**config.mk**
```make
export PLATFORM = sky130hd
export DESIGN_NAME = fifo_level_flat
export DESIGN_NICKNAME = d
export VERILOG_FILES = /design/src/rtl/fifo_level_if.sv /design/src/rtl/fifo_level.sv /design/src/flat_wrapper.sv
export SDC_FILE = /design/constraint.sdc
export NUM_CORES = 1
export LEC_CHECK = 0
export BUFFER_PORTS_ARGS = -buffer_cell sky130_fd_sc_hd__buf_2
export CAP_MARGIN = 0
export CELL_PAD_IN_SITES_DETAIL_PLACEMENT = 1
export CELL_PAD_IN_SITES_GLOBAL_PLACEMENT = 1
export CORE_MARGIN = 3
export CORE_UTILIZATION = 40
export DETAILED_ROUTE_END_ITERATION = 8
export PLACE_DENSITY_LB_ADDON = 0.15
export SYNTH_ARGS = -nofsm -noshare
export SYNTH_HDL_FRONTEND = slang
export SYNTH_SLANG_ARGS = --single-unit
```
**constraint.sdc**
```tcl
create_clock -name clk -period 3.2 [get_ports clk]
set_input_delay 0 -clock clk [delete_from_list [all_inputs] [get_ports clk]]
set_output_delay 0 -clock clk [all_outputs]
set_load 0.005 [all_outputs]
```
**src/rtl/fifo_level_if.sv**
```systemverilog
// Valid/ready bundle for the level-tracking FIFO.
// Enqueue channel (enq_*) and dequeue channel (deq_*); master drives, slave is the FIFO.
interface fifo_level_if #(
  parameter int DATA_W = 32
);
  logic [DATA_W-1:0] enq_data;
  logic              enq_valid;
  logic              enq_ready;
  logic [DATA_W-1:0] deq_data;
  logic              deq_valid;
  logic              deq_ready;

  modport master (
    output enq_data, enq_valid, deq_ready,
    input  enq_ready, deq_data, deq_valid
  );

  modport slave (
    input  enq_data, enq_valid, deq_ready,
    output enq_ready, deq_data, deq_valid
  );
endinterface

```
**src/rtl/fifo_level.sv**
```systemverilog
// Single-clock FIFO with occupancy count, almost flags and sticky high-water mark.
// Ports: clk, rst, flush, hwm_clr, bus (enq/deq handshakes), count, full, empty, almost_*, hwm.
module fifo_level #(
  parameter int DATA_W      = 32,
  parameter int DEPTH       = 4,
  parameter int AF_LEVEL    = DEPTH - 1,
  parameter int AE_LEVEL    = 1,
  parameter bit ENQ_ON_FULL = 1'b0,
  localparam int CW         = $clog2(DEPTH + 1)
) (
  input  logic          clk,
  input  logic          rst,
  input  logic          flush,
  input  logic          hwm_clr,
  fifo_level_if.slave   bus,
  output logic [CW-1:0] count,
  output logic          full,
  output logic          empty,
  output logic          almost_full,
  output logic          almost_empty,
  output logic [CW-1:0] hwm
);

  localparam int PW = $clog2(DEPTH);

  if (DEPTH < 2) begin : g_bad_depth
    $fatal(1, "fifo_level: DEPTH must be >= 2");
  end
  if (DATA_W < 1) begin : g_bad_width
    $fatal(1, "fifo_level: DATA_W must be >= 1");
  end
  if (AF_LEVEL < 1 || AF_LEVEL > DEPTH) begin : g_bad_af
    $fatal(1, "fifo_level: AF_LEVEL out of range");
  end
  if (AE_LEVEL < 0 || AE_LEVEL > DEPTH - 1) begin : g_bad_ae
    $fatal(1, "fifo_level: AE_LEVEL out of range");
  end

  logic [DATA_W-1:0] mem [DEPTH];
  logic [PW-1:0]     wr_ptr;
  logic [PW-1:0]     rd_ptr;
  logic [CW-1:0]     count_nxt;
  logic [CW-1:0]     hwm_nxt;
  logic              enq_fire;
  logic              deq_fire;

  // Explicit wrap so non-power-of-two depths work.
  function automatic logic [PW-1:0] inc(input logic [PW-1:0] p);
    return (p == PW'(DEPTH - 1)) ? '0 : p + 1'b1;
  endfunction

  assign full         = count == CW'(DEPTH);
  assign empty        = count == '0;
  assign almost_full  = count >= CW'(AF_LEVEL);
  assign almost_empty = count <= CW'(AE_LEVEL);

  // With ENQ_ON_FULL the slot being vacated this cycle can take the write.
  assign bus.enq_ready = !full || (ENQ_ON_FULL && bus.deq_ready);
  assign bus.deq_valid = !empty;
  assign bus.deq_data  = mem[rd_ptr];

  assign enq_fire = bus.enq_valid && bus.enq_ready;
  assign deq_fire = bus.deq_valid && bus.deq_ready;

  always_comb begin
    count_nxt = count;
    if (flush) begin
      count_nxt = '0;
    end else if (enq_fire && !deq_fire) begin
      count_nxt = count + 1'b1;
    end else if (deq_fire && !enq_fire) begin
      count_nxt = count - 1'b1;
    end
  end

  always_comb begin
    hwm_nxt = hwm;
    if (hwm_clr) begin
      hwm_nxt = count_nxt;
    end else if (count_nxt > hwm) begin
      hwm_nxt = count_nxt;
    end
  end

  always_ff @(posedge clk) begin
    if (rst) begin
      wr_ptr <= '0;
      rd_ptr <= '0;
      count  <= '0;
      hwm    <= '0;
    end else begin
      count <= count_nxt;
      hwm   <= hwm_nxt;
      if (flush) begin
        wr_ptr <= '0;
        rd_ptr <= '0;
      end else begin
        if (enq_fire) wr_ptr <= inc(wr_ptr);
        if (deq_fire) rd_ptr <= inc(rd_ptr);
      end
    end
  end

  // Storage carries no reset; only the pointers define validity.
  always_ff @(posedge clk) begin
    if (!rst && !flush && enq_fire) begin
      mem[wr_ptr] <= bus.enq_data;
    end
  end

endmodule
```
**src/flat_wrapper.sv**
```systemverilog
// flat-port wrapper written by rule: the top's interface ports become plain ports
module fifo_level_flat 
#(
  parameter int DATA_W      = 32,
  parameter int DEPTH       = 4,
  parameter int AF_LEVEL    = DEPTH - 1,
  parameter int AE_LEVEL    = 1,
  parameter bit ENQ_ON_FULL = 1'b0,
  localparam int CW         = $clog2(DEPTH + 1)
)
  (clk, rst, flush, hwm_clr, count, full, empty, almost_full, almost_empty, hwm, bus_enq_data, bus_enq_valid, bus_deq_ready, bus_enq_ready, bus_deq_data, bus_deq_valid);
  fifo_level_if #(.DATA_W(DATA_W)) bus_i ();
  input  logic clk;
  input  logic rst;
  input  logic flush;
  input  logic hwm_clr;
  output logic [CW-1:0] count;
  output logic full;
  output logic empty;
  output logic almost_full;
  output logic almost_empty;
  output logic [CW-1:0] hwm;
  input wire logic [$bits(bus_i.enq_data)-1:0] bus_enq_data;
  input wire logic [$bits(bus_i.enq_valid)-1:0] bus_enq_valid;
  input wire logic [$bits(bus_i.deq_ready)-1:0] bus_deq_ready;
  output wire logic [$bits(bus_i.enq_ready)-1:0] bus_enq_ready;
  output wire logic [$bits(bus_i.deq_data)-1:0] bus_deq_data;
  output wire logic [$bits(bus_i.deq_valid)-1:0] bus_deq_valid;
  assign bus_i.enq_data = bus_enq_data;
  assign bus_i.enq_valid = bus_enq_valid;
  assign bus_i.deq_ready = bus_deq_ready;
  assign bus_enq_ready = bus_i.enq_ready;
  assign bus_deq_data = bus_i.deq_data;
  assign bus_deq_valid = bus_i.deq_valid;
  fifo_level #(.DATA_W(DATA_W), .DEPTH(DEPTH), .AF_LEVEL(AF_LEVEL), .AE_LEVEL(AE_LEVEL), .ENQ_ON_FULL(ENQ_ON_FULL)) u_core (.clk(clk), .rst(rst), .flush(flush), .hwm_clr(hwm_clr), .bus(bus_i), .count(count), .full(full), .empty(empty), .almost_full(almost_full), .almost_empty(almost_empty), .hwm(hwm));
endmodule
```
==> results.toml <==
[setup_path]
crit_buf_inv = 1
r2r-end = "u_core.hwm[0]"
cp-start-kind = "flip-flop"
path_cells = "inv_1 > ha_1 > nand2b_4 > maj3_1 > a2bb2oi_1 > nor2_1 > ha_1 > a2111oi_2 > nor2_1 > o32ai_1"
crit_slowest_cell = "dfxtp_1"
crit_arrival_ps = 3220
path_class = "reg2reg"
cpPeakStageDelay_ps = 420
worstReg2RegStart = "u_core.count[1]"
endpoint_kind = "flip-flop"
r2r_cells = 10
cp_top_family = "adder cells"
timing.reg2reg.setup_slack_ps = 300
cp_max_fo = 8
crit_required_ps = 3520

[grt]
busiest_layer = "met2"
gr-total-overflow = 0
grtUsageMet2 = 0.271
grt_antenna_before_repair = 0
grt_max_degree = 33
grtUsageTotal = 0.159
grt_pass1_vias = 3205
met3_usage = 0.0398
global_route.usage.met1 = 0.192
grt_pass1_wl_um = 17300

[logic_synthesis]
synth_nets = 324
synth.yosys.warnings = 0
synth_area_mm2 = 0.00547
synthCells = 273
avgSynthCellArea_um2 = 20.0
ys_seq_area_frac = 0.746
synth_seq_cells = 140
synth.distinct_cells = 37

[run_status]
status = "complete, no violations"

[timing]
worstMarginPinSlew_ps = 936
hold_viol_final = 0
fin_tns_setup_ps = 0
fin_skew_ps = 9.52
period_share = 0.906
final-max-slew-violation-count = 0
fin_crit_ps = 2900
slew_headroom = 0.376
holdWs_ps = 85.5
setup_viol = 0
rsz0062_at_grt = "false"
max_freq_mhz = 345

[place]
place_hpwl_um = 7030
portBuffers = 81
gp_congestion = 0.768
placed_cell_area_mm2 = 0.00614

[drt]
route.detailed.drc = 0
vias = 2995
via_per_inst = 5.01
antenna_left = 0
drt_pre_antenna_iters = 4
drtIter0Drc = 137
wl_um = 11200
wl_per_cell_um = 18.7

[cells_and_area]
syn_to_final_growth_pct = 30.0
fin_nets = 460
antenna_cells = 0
drive_gt1_frac = 0.389
design_area_mm2 = 0.00711
fin_util = 0.535

[pwr]
peakVddDrop_uv = 335
p_total_mw = 4.22
power.density_mw_per_mm2 = 593
leakagePower_nw = 2.52

[die]
rows = 42
ios = 82
core_mm2 = 0.0133
floorplan.initialDensity = 0.412
die_h_um = 123
die_w_um = 123
die-area_mm2 = 0.0151

[clock_tree]
cts-htree-levels = 4
cts_made_buffers = 17
clockBufferDepth = 2
cts.sinks = 140
path_clk_slew_ps = 60
cts_tree = "built"
clk_latency_ps = 410
ctsRootBufferMaster = "clkbuf_16"

[run]
maxCapViolations = 0

[worst_hold_path]
hp-class = "in2reg"
hp-start = "hwm_clr"
holdPathEnd = "u_core.hwm[2]"
hold_depth = 4
==> kinds of logic (layout without fill, tap and decap cells) <==
| logic type | Yosys count | after routing | synth area share |
|---|---|---|---|
| AND/OR/NAND/NOR | 40 | 40 | 0.0389 |
| adder cells (fa/ha/maj) | 15 | 15 | 0.0336 |
| AO/OA/AOI/OAI | 20 | 20 | 0.0261 |
| buffers and inverters | 25 | 174 | 0.0215 |
| flip-flops | 140 | 140 | 0.746 |
| multiplexers | 33 | 33 | 0.134 |
==> synth_stat cells (all sizes together) <==
cell type  number  share of area
a2111oi         2         0.0037
a211o           1         0.0016
a21oi           7         0.0064
a221oi          1         0.0016
a2bb2oi         1         0.0016
a311oi          1         0.0016
a32o            1         0.0018
and2            4         0.0046
and2b           1         0.0014
and3b           1         0.0016
buf             8         0.0098
clkbuf          3         0.0021
dfxtp          12          0.044
edfxtp        128           0.70
ha             13          0.030
inv            14         0.0096
maj3            2         0.0039
mux2i           1         0.0018
mux4           32           0.13
nand2           8         0.0055
nand2b          5         0.0071
nand3           3         0.0027
nor2           10         0.0069
nor2b           1         0.0011
o21ai           2         0.0018
o22ai           1         0.0011
o2bb2ai         1         0.0016
o32ai           2         0.0032
or2             3         0.0034
or3             4         0.0046
==> worst reg2reg max path: cells and delay by family (launching register included) <==
family	cells	cell delay [ps]
adders and majority gates	3	960
AOI/OAI and AO/OA	3	870
and+or+nand+nor	3	420
DFF	1	420
buffers and inverters	1	150
==> placed cells by master (no fill, tap or decap), types with 8 or more instances in the layout <==
master / instances
buf_4: 8
nor2_1: 10
dlygate4sd3_1: 37
dfxtp_1: 9
edfxtp_1: 128
mux4_2: 32
nand2_1: 8
ha_1: 13
inv_1: 14
buf_2: 81
clkbuf_16: 17
==> layer usage <==
layer | share of wire | wire (µm)
met4 | 0.011 | 121
met2 | 0.53 | 5920
met5 | 0 | 0
met1 | 0.42 | 4660
met3 | 0.044 | 494
==> per-stage QoR <==
step,instances,setup WS [ps]
3_5_place_dp,529,71.5
6_report,598,300
4_1_cts,598,85.4
2_1_floorplan,273,463
5_1_grt,598,39.9
3_3_place_gp,529,273
==> worst max path at each step <==
stage | start | to | slack, ps | depth (start not counted)
after detailed placement | u_core.count[0] | u_core.hwm[1] | 70 | 10
final | u_core.count[1] | u_core.hwm[0] | 300 | 10
after floorplan | u_core.count[0] | u_core.hwm[0] | 460 | 10
after CTS | u_core.count[0] | u_core.hwm[1] | 90 | 10
after global routing | u_core.count[1] | u_core.hwm[0] | 40 | 10
after global placement | u_core.count[0] | u_core.hwm[1] | 270 | 10
==> flip-flops by register name, summed over array words and instances, names as in the netlist, named ones only <==
register	cells
u_core.count	3
u_core.hwm	3
u_core.wr_ptr	2
u_core.mem	128
u_core.rd_ptr	2
==> where the power goes <==
part	internal (mW)	switching, mW	total, mW
Combinational	0.123	0.109	0.231
Clock	1.23	0.726	1.95
Sequential	2.02	0.0136	2.03
Total	3.37	0.849	4.22
==> final cells by class <==
type,count,area [µm²]
fillers,1238,6180
inverters,14,52.6
well taps,176,220
flip-flops and latches,140,4090
clock inverters,14,169
multi-input cells,108,1280
repair buffers,128,876
clock buffers,18,429
==> timing repair <==
| item | in CTS | in global routing |
|---|---|---|
| hold buffers | 37 | 0 |
| setup endpoints to repair | 0 | 3 |
| resized for setup | 0 | 2 |
| hold endpoints to repair | 135 | 0 |
| setup buffers | 0 | 0 |
(Power assumes the default switching activity.)
